<file path="config.mk">
export PLATFORM = sky130hd
export DESIGN_NAME = wishbone_dev_classic_flat
export DESIGN_NICKNAME = d
export VERILOG_FILES = /design/src/rtl/wishbone_pkg.sv /design/src/rtl/wishbone_classic.sv /design/src/rtl/wishbone_dev_classic.sv /design/src/flat_wrapper.sv
export SDC_FILE = /design/constraint.sdc
export NUM_CORES = 1
export LEC_CHECK = 0
export CAP_MARGIN = 20
export CORE_ASPECT_RATIO = 0.8
export CORE_MARGIN = 5
export CORE_UTILIZATION = 25
export CTS_BUF_LIST = sky130_fd_sc_hd__clkbuf_4
export CTS_CLUSTER_DIAMETER = 40
export DETAILED_ROUTE_END_ITERATION = 10
export GPL_TIMING_DRIVEN = 0
export PLACE_DENSITY = 0.69
export SLEW_MARGIN = 0
export SYNTH_ARGS = -nofsm -noshare
export SYNTH_HDL_FRONTEND = slang
export SYNTH_SLANG_ARGS = --single-unit
export TNS_END_PERCENT = 20
</file>
<file path="constraint.sdc">
create_clock -name clk_i -period 1.28 [get_ports clk_i]
set_input_delay 0.256 -clock clk_i [delete_from_list [all_inputs] [get_ports clk_i]]
set_output_delay 0.256 -clock clk_i [all_outputs]
set_load 0.01 [all_outputs]
</file>
<file path="src/rtl/wishbone_pkg.sv">
// wishbone_pkg
//   Shared Wishbone definitions for the bus layer and the devices hanging
//   off it: default address/data widths and the matching vector typedefs.
//   No ports; imported by wishbone_classic and wishbone_dev_classic.
package wishbone_pkg;

  localparam int WB_ADDR_WIDTH = 32;
  localparam int WB_DATA_WIDTH = 32;
  localparam int WB_SEL_WIDTH  = WB_DATA_WIDTH / 8;

  typedef logic [WB_ADDR_WIDTH-1:0] wb_addr_t;
  typedef logic [WB_DATA_WIDTH-1:0] wb_data_t;
  typedef logic [WB_SEL_WIDTH-1:0]  wb_sel_t;

endpackage : wishbone_pkg

</file>
<file path="src/rtl/wishbone_classic.sv">
// wishbone_classic
//   Signal bundle for a Wishbone B4 classic (non-pipelined) bus segment.
//   Ports:
//     clk_i  - bus clock
//     rst_i  - synchronous, active-high bus reset
//   Signals (named from the device's point of view):
//     cyc_i, stb_i, we_i, adr_i, dat_i, sel_i  - driven by the host
//     dat_o, ack_o                             - driven by the device
//   Modports:
//     device - drives dat_o/ack_o, observes everything else
//     host   - drives cyc/stb/we/adr/dat_i/sel, observes dat_o/ack_o
interface wishbone_classic
  import wishbone_pkg::*;
#(
  parameter int ADDR_WIDTH = WB_ADDR_WIDTH,
  parameter int DATA_WIDTH = WB_DATA_WIDTH
) (
  input logic clk_i,
  input logic rst_i
);

  logic                    cyc_i;
  logic                    stb_i;
  logic                    we_i;
  logic [ADDR_WIDTH-1:0]   adr_i;
  logic [DATA_WIDTH-1:0]   dat_i;
  logic [DATA_WIDTH/8-1:0] sel_i;
  logic [DATA_WIDTH-1:0]   dat_o;
  logic                    ack_o;

  modport device (
    input  clk_i, rst_i, cyc_i, stb_i, we_i, adr_i, dat_i, sel_i,
    output dat_o, ack_o
  );

  modport host (
    input  clk_i, rst_i, dat_o, ack_o,
    output cyc_i, stb_i, we_i, adr_i, dat_i, sel_i
  );

endinterface : wishbone_classic

</file>
<file path="src/rtl/wishbone_dev_classic.sv">
// wishbone_dev_classic
//   Device-side adapter for a Wishbone B4 classic bus. Each host strobe is
//   turned into a single-cycle 'request' pulse for a simple peripheral, and
//   a registered acknowledge (with registered read data) is returned one
//   cycle later.
//   Ports:
//     wb           - wishbone_classic.device (clock wb.clk_i, sync reset wb.rst_i)
//     ack          - peripheral ready to complete (tie 1 for zero wait states)
//     read_data    - peripheral read value, captured on 'request'
//     request      - one-cycle pulse: a transfer is accepted this cycle
//     write_data   - wb.dat_i, only guaranteed valid in the 'request' cycle
//     address      - wb.adr_i
//     write_enable - wb.we_i
//     byte_sel     - wb.sel_i
//   Build option:
//     WB_DEV_ASSERT_EN - compiles in protocol assertions and a cover point.
module wishbone_dev_classic
  import wishbone_pkg::*;
#(
  parameter int ADDR_WIDTH = WB_ADDR_WIDTH,
  parameter int DATA_WIDTH = WB_DATA_WIDTH
) (
  wishbone_classic.device          wb,
  input  logic                     ack,
  input  logic [DATA_WIDTH-1:0]    read_data = '0,
  output logic                     request,
  output logic [DATA_WIDTH-1:0]    write_data,
  output logic [ADDR_WIDTH-1:0]    address,
  output logic                     write_enable,
  output logic [DATA_WIDTH/8-1:0]  byte_sel
);

  logic                  strobe;
  logic                  ack_q;
  logic                  ack_out;
  logic [DATA_WIDTH-1:0] dat_q;

  assign strobe = wb.cyc_i & wb.stb_i;

  // The ~ack_out term blocks a second request while the current transfer
  // is being acknowledged, giving exactly one request per bus cycle and a
  // best-case rate of one transfer every two clocks.
  assign request = strobe & ~ack_out & ack & ~wb.rst_i;

  // Gating the registered acknowledge with the live strobe drops it if the
  // host abandons the cycle; ack_q then clears on its own next clock.
  assign ack_out = ack_q & strobe;

  always_ff @(posedge wb.clk_i) begin
    if (wb.rst_i) begin
      ack_q <= 1'b0;
      dat_q <= '0;
    end else begin
      ack_q <= request;
      if (request) begin
        dat_q <= read_data;
      end
    end
  end

  // Read data is only presented on the bus alongside the acknowledge.
  assign wb.ack_o = ack_out;
  assign wb.dat_o = ack_out ? dat_q : '0;

  assign write_data   = wb.dat_i;
  assign address      = wb.adr_i;
  assign write_enable = wb.we_i;
  assign byte_sel     = wb.sel_i;

`ifdef WB_DEV_ASSERT_EN
  ack_needs_strobe_a : assert property (
    @(posedge wb.clk_i) disable iff (wb.rst_i)
    ack_out |-> strobe
  );

  ack_excludes_request_a : assert property (
    @(posedge wb.clk_i) disable iff (wb.rst_i)
    ack_out |-> !request
  );

  ack_single_cycle_a : assert property (
    @(posedge wb.clk_i) disable iff (wb.rst_i)
    ack_out |=> !ack_out
  );

  request_then_ack_a : assert property (
    @(posedge wb.clk_i) disable iff (wb.rst_i)
    request ##1 strobe |-> ack_out
  );

  write_then_idle_c : cover property (
    @(posedge wb.clk_i) disable iff (wb.rst_i)
    (request && wb.we_i) ##1 ack_out ##1 (!strobe) [*10]
  );
`endif

endmodule : wishbone_dev_classic

</file>
<file path="src/flat_wrapper.sv">
// flat-port wrapper written by rule: the top's interface ports become plain ports
module wishbone_dev_classic_flat import wishbone_pkg::*;
#(
  parameter int ADDR_WIDTH = WB_ADDR_WIDTH,
  parameter int DATA_WIDTH = WB_DATA_WIDTH
)
  (ack, read_data, request, write_data, address, write_enable, byte_sel, clk_i, rst_i, wb_cyc_i, wb_stb_i, wb_we_i, wb_adr_i, wb_dat_i, wb_sel_i, wb_dat_o, wb_ack_o);
  wishbone_classic #(.ADDR_WIDTH(ADDR_WIDTH), .DATA_WIDTH(DATA_WIDTH)) wb_i (.clk_i(clk_i), .rst_i(rst_i));
  input  logic ack;
  input  logic [DATA_WIDTH-1:0] read_data;
  output logic request;
  output logic [DATA_WIDTH-1:0] write_data;
  output logic [ADDR_WIDTH-1:0] address;
  output logic write_enable;
  output logic [DATA_WIDTH/8-1:0] byte_sel;
  input wire logic clk_i;
  input wire logic rst_i;
  input wire logic [$bits(wb_i.cyc_i)-1:0] wb_cyc_i;
  input wire logic [$bits(wb_i.stb_i)-1:0] wb_stb_i;
  input wire logic [$bits(wb_i.we_i)-1:0] wb_we_i;
  input wire logic [$bits(wb_i.adr_i)-1:0] wb_adr_i;
  input wire logic [$bits(wb_i.dat_i)-1:0] wb_dat_i;
  input wire logic [$bits(wb_i.sel_i)-1:0] wb_sel_i;
  output wire logic [$bits(wb_i.dat_o)-1:0] wb_dat_o;
  output wire logic [$bits(wb_i.ack_o)-1:0] wb_ack_o;
  assign wb_i.cyc_i = wb_cyc_i;
  assign wb_i.stb_i = wb_stb_i;
  assign wb_i.we_i = wb_we_i;
  assign wb_i.adr_i = wb_adr_i;
  assign wb_i.dat_i = wb_dat_i;
  assign wb_i.sel_i = wb_sel_i;
  assign wb_dat_o = wb_i.dat_o;
  assign wb_ack_o = wb_i.ack_o;
  wishbone_dev_classic #(.ADDR_WIDTH(ADDR_WIDTH), .DATA_WIDTH(DATA_WIDTH)) u_core (.wb(wb_i), .ack(ack), .read_data(read_data), .request(request), .write_data(write_data), .address(address), .write_enable(write_enable), .byte_sel(byte_sel));
endmodule
</file>
==> impl_metrics.json <==
{
  "die_area_um2": 11000,
  "drive_gt1_share_pct": 37.0,
  "via_per_inst": 3.90,
  "finalCritPeriodShare_pct": 125,
  "max-cap-violations": 0,
  "peakVddDrop_v": 0.000315,
  "internal_power_uw": 1860,
  "whs_ns": 0.336,
  "rsz0062_at_grt": "true",
  "die_height_um": 94.7,
  "violations": "negative setup slack",
  "cp_top_family": "simple AND/OR/NAND/NOR gates",
  "ios": 209,
  "final_core_util_pct": 45.9,
  "root_buffer": "clkbuf_4",
  "crit_path_max_fanout": 5,
  "power_frac_seq_pct": 44.1,
  "worst_pin_slew_ns": 0.363,
  "cts_htree_levels": 2,
  "grt_pass1_wl_mm": 10.2,
  "finalHoldViolations": 0,
  "grt_overflow_total": 0,
  "coreArea_um2": 8600,
  "grt_pass1_vias": 2058,
  "yosysUniqueCellTypes": 12,
  "finalNetCount": 505,
  "synth.net_count": 354,
  "wl_per_cell_um": 13.5,
  "total_power_uw": 2450,
  "final_cell_mix": "clkdlybuf4s50_1 (102), buf_4 (70), nand2b_1 (64)",
  "crit_type": "reg -> out",
  "path_clk_slew_ns": 0.10,
  "setup_tns_ns": -9.07,
  "hpwl_mm": 5.47,
  "cts-hold-fix-buffers": 0,
  "power.share.switching_pct": 24.3,
  "worst_setup_path_end_kind": "primary output",
  "io_buffers": 138,
  "yosys-top-cells-area": "dfxtp_1 (29%), buf_4 (23%), nand2b_1 (18%)",
  "route.met3.wl_um": 710,
  "antenna_cells": 0,
  "cts_buffer_depth": 2,
  "wl_met2_mm": 3.41,
  "syn_avg_cell_area_um2": 9.04,
  "netlist_area_um2": 2240,
  "critical_path_required_ns": 1.02,
  "rrSetupSlack_ns": 0.06,
  "pwr-share-clk_pct": 25.8,
  "crit_top_cell": "buf_6",
  "yosys_warnings": 0,
  "hold_path.class": "in -> reg",
  "power_per_cell_area_nw_per_um2": 621,
  "chipWidth_um": 116,
  "skew_ns": 0.00342,
  "min_period_ns": 1.60,
  "seq_area_frac_synth_pct": 29.5,
  "p_leak_uw": 0.00170,
  "numCtsBuffers": 5,
  "clock-sinks": 33,
  "max_freq_mhz": 627,
  "antenna_found_initial": 0,
  "worstPathCellList": "and3_4, buf_6, buf_8, and2_4, buf_6",
  "slew_viol_final": 0,
  "ant_nets": 0,
  "dp_slack_ns": -1.06,
  "finalWeightedCongestion": 0.635,
  "path_buf_inv": 3,
  "via_count": 1999,
  "met1_length_mm": 2.78,
  "setup_viol": 34,
  "cts_tree": "built",
  "wirelength_mm": 6.91,
  "syn2layout_area_growth_pct": 76.2,
  "clock_latency_ns": 0.32,
  "crit_path_start_kind": "flop",
  "relSlewSlack_pct": 75.8,
  "grtUsageTotal_pct": 11.6,
  "slowest_delay_ns": 0.34,
  "dr.pass1.iters": 4,
  "fill_cells": 846,
  "initial_core_util_pct": 26.1,
  "grt_max_degree": 11,
  "top_layer": "met4",
  "yosys.area.top_type": "dfxtp_1",
  "final_common_cell": "clkdlybuf4s50_1",
  "status": "complete, but fails checks",
  "critPathArrivalTime_ns": 1.34,
  "setup_slack_ns": -0.316,
  "drt-initial-drc-count": 40,
  "synth_top_area_share_pct": 29.5,
  "post-route-drc-count": 0,
  "rows": 30,
  "yosys_register_bits": 33,
  "p_comb_share_pct": 30.1,
  "cp_slowest_cell": "dfxtp_2",
  "p_switching_uw": 596,
  "synthCells": 248
}
layer usage:
metal	track usage (%)	vias to the layer above
met5	0	-
met4	1.55	0
met3	4.04	2
met2	20.1	93
met1	14.4	900
li1	-	1004
worst paths after layout:
kind	depth (start not counted)	end	start
min reg2reg	2	u_core.dat_q[22]	u_core.dat_q[22]
min	3	u_core.dat_q[27]	rst_i
max	5	wb_dat_o[20]	u_core.ack_q
max reg2reg	5	u_core.dat_q[10]	u_core.ack_q
registers in the layout, summed over array words and instances (netlist names):
register / count
u_core.ack_q: 1
u_core.dat_q: 32
power groups by stage:
stage	Sequential, µW	Combinational [µW]	Clock, µW
finish	1080	739	634
CTS	1080	746	679
global route	1090	791	723
detailed placement	1100	739	0
floorplan	1100	369	0
global placement	1100	732	0
through the flow:
step / cell area (µm²) / cells
4_1_cts: 3900 / 512
5_1_grt: 3950 / 512
6_report: 3950 / 512
3_5_place_dp: 3760 / 498
2_1_floorplan: 2240 / 248
3_3_place_gp: 3760 / 498
repair_timing:
action / in CTS / in global routing
buffers inserted: 4 / 0
gates resized for setup: 187 / 15
gates cloned: 2 / 0
endpoints found under the setup margin: 34 / 61
pin swaps: 26 / 3
cell usage after synthesis:
cell	count
buf_2	2
and4b_1	1
nand2b_1	64
nor2b_1	2
and3_2	1
buf_6	1
buf_12	3
clkbuf_1	8
dfxtp_1	33
buf_4	69
mux2i_1	32
and2_1	32
worst min-delay path: cells and delay by family:
kind / cells / cell delay [ns]
buffers and inverters: 1 / 0.18
and+or+nand+nor: 1 / 0.13
muxes: 1 / 0.06
cell type report:
| cell class | count | area [µm²] | area share [%] |
|---|---|---|---|
| Clock buffer | 8 | 60.1 | 1.52 |
| Sequential cell | 33 | 662 | 16.8 |
| Multi-Input combinational cell | 132 | 1010 | 25.5 |
| Tap cell | 112 | 140 | 3.55 |
| Timing Repair Buffer | 144 | 1420 | 36.0 |
| Buffer | 83 | 658 | 16.7 |
logic make-up (layout without fill, tap and decap cells):
| family | Yosys count | in the layout | share of synthesized area, % |
|---|---|---|---|
| AND/OR/NAND/NOR | 100 | 100 | 28.1 |
| buffers and inverters | 83 | 235 | 28.1 |
| flip-flops | 33 | 33 | 29.5 |
| multiplexers | 32 | 32 | 14.3 |
(Power assumes the default switching activity.)
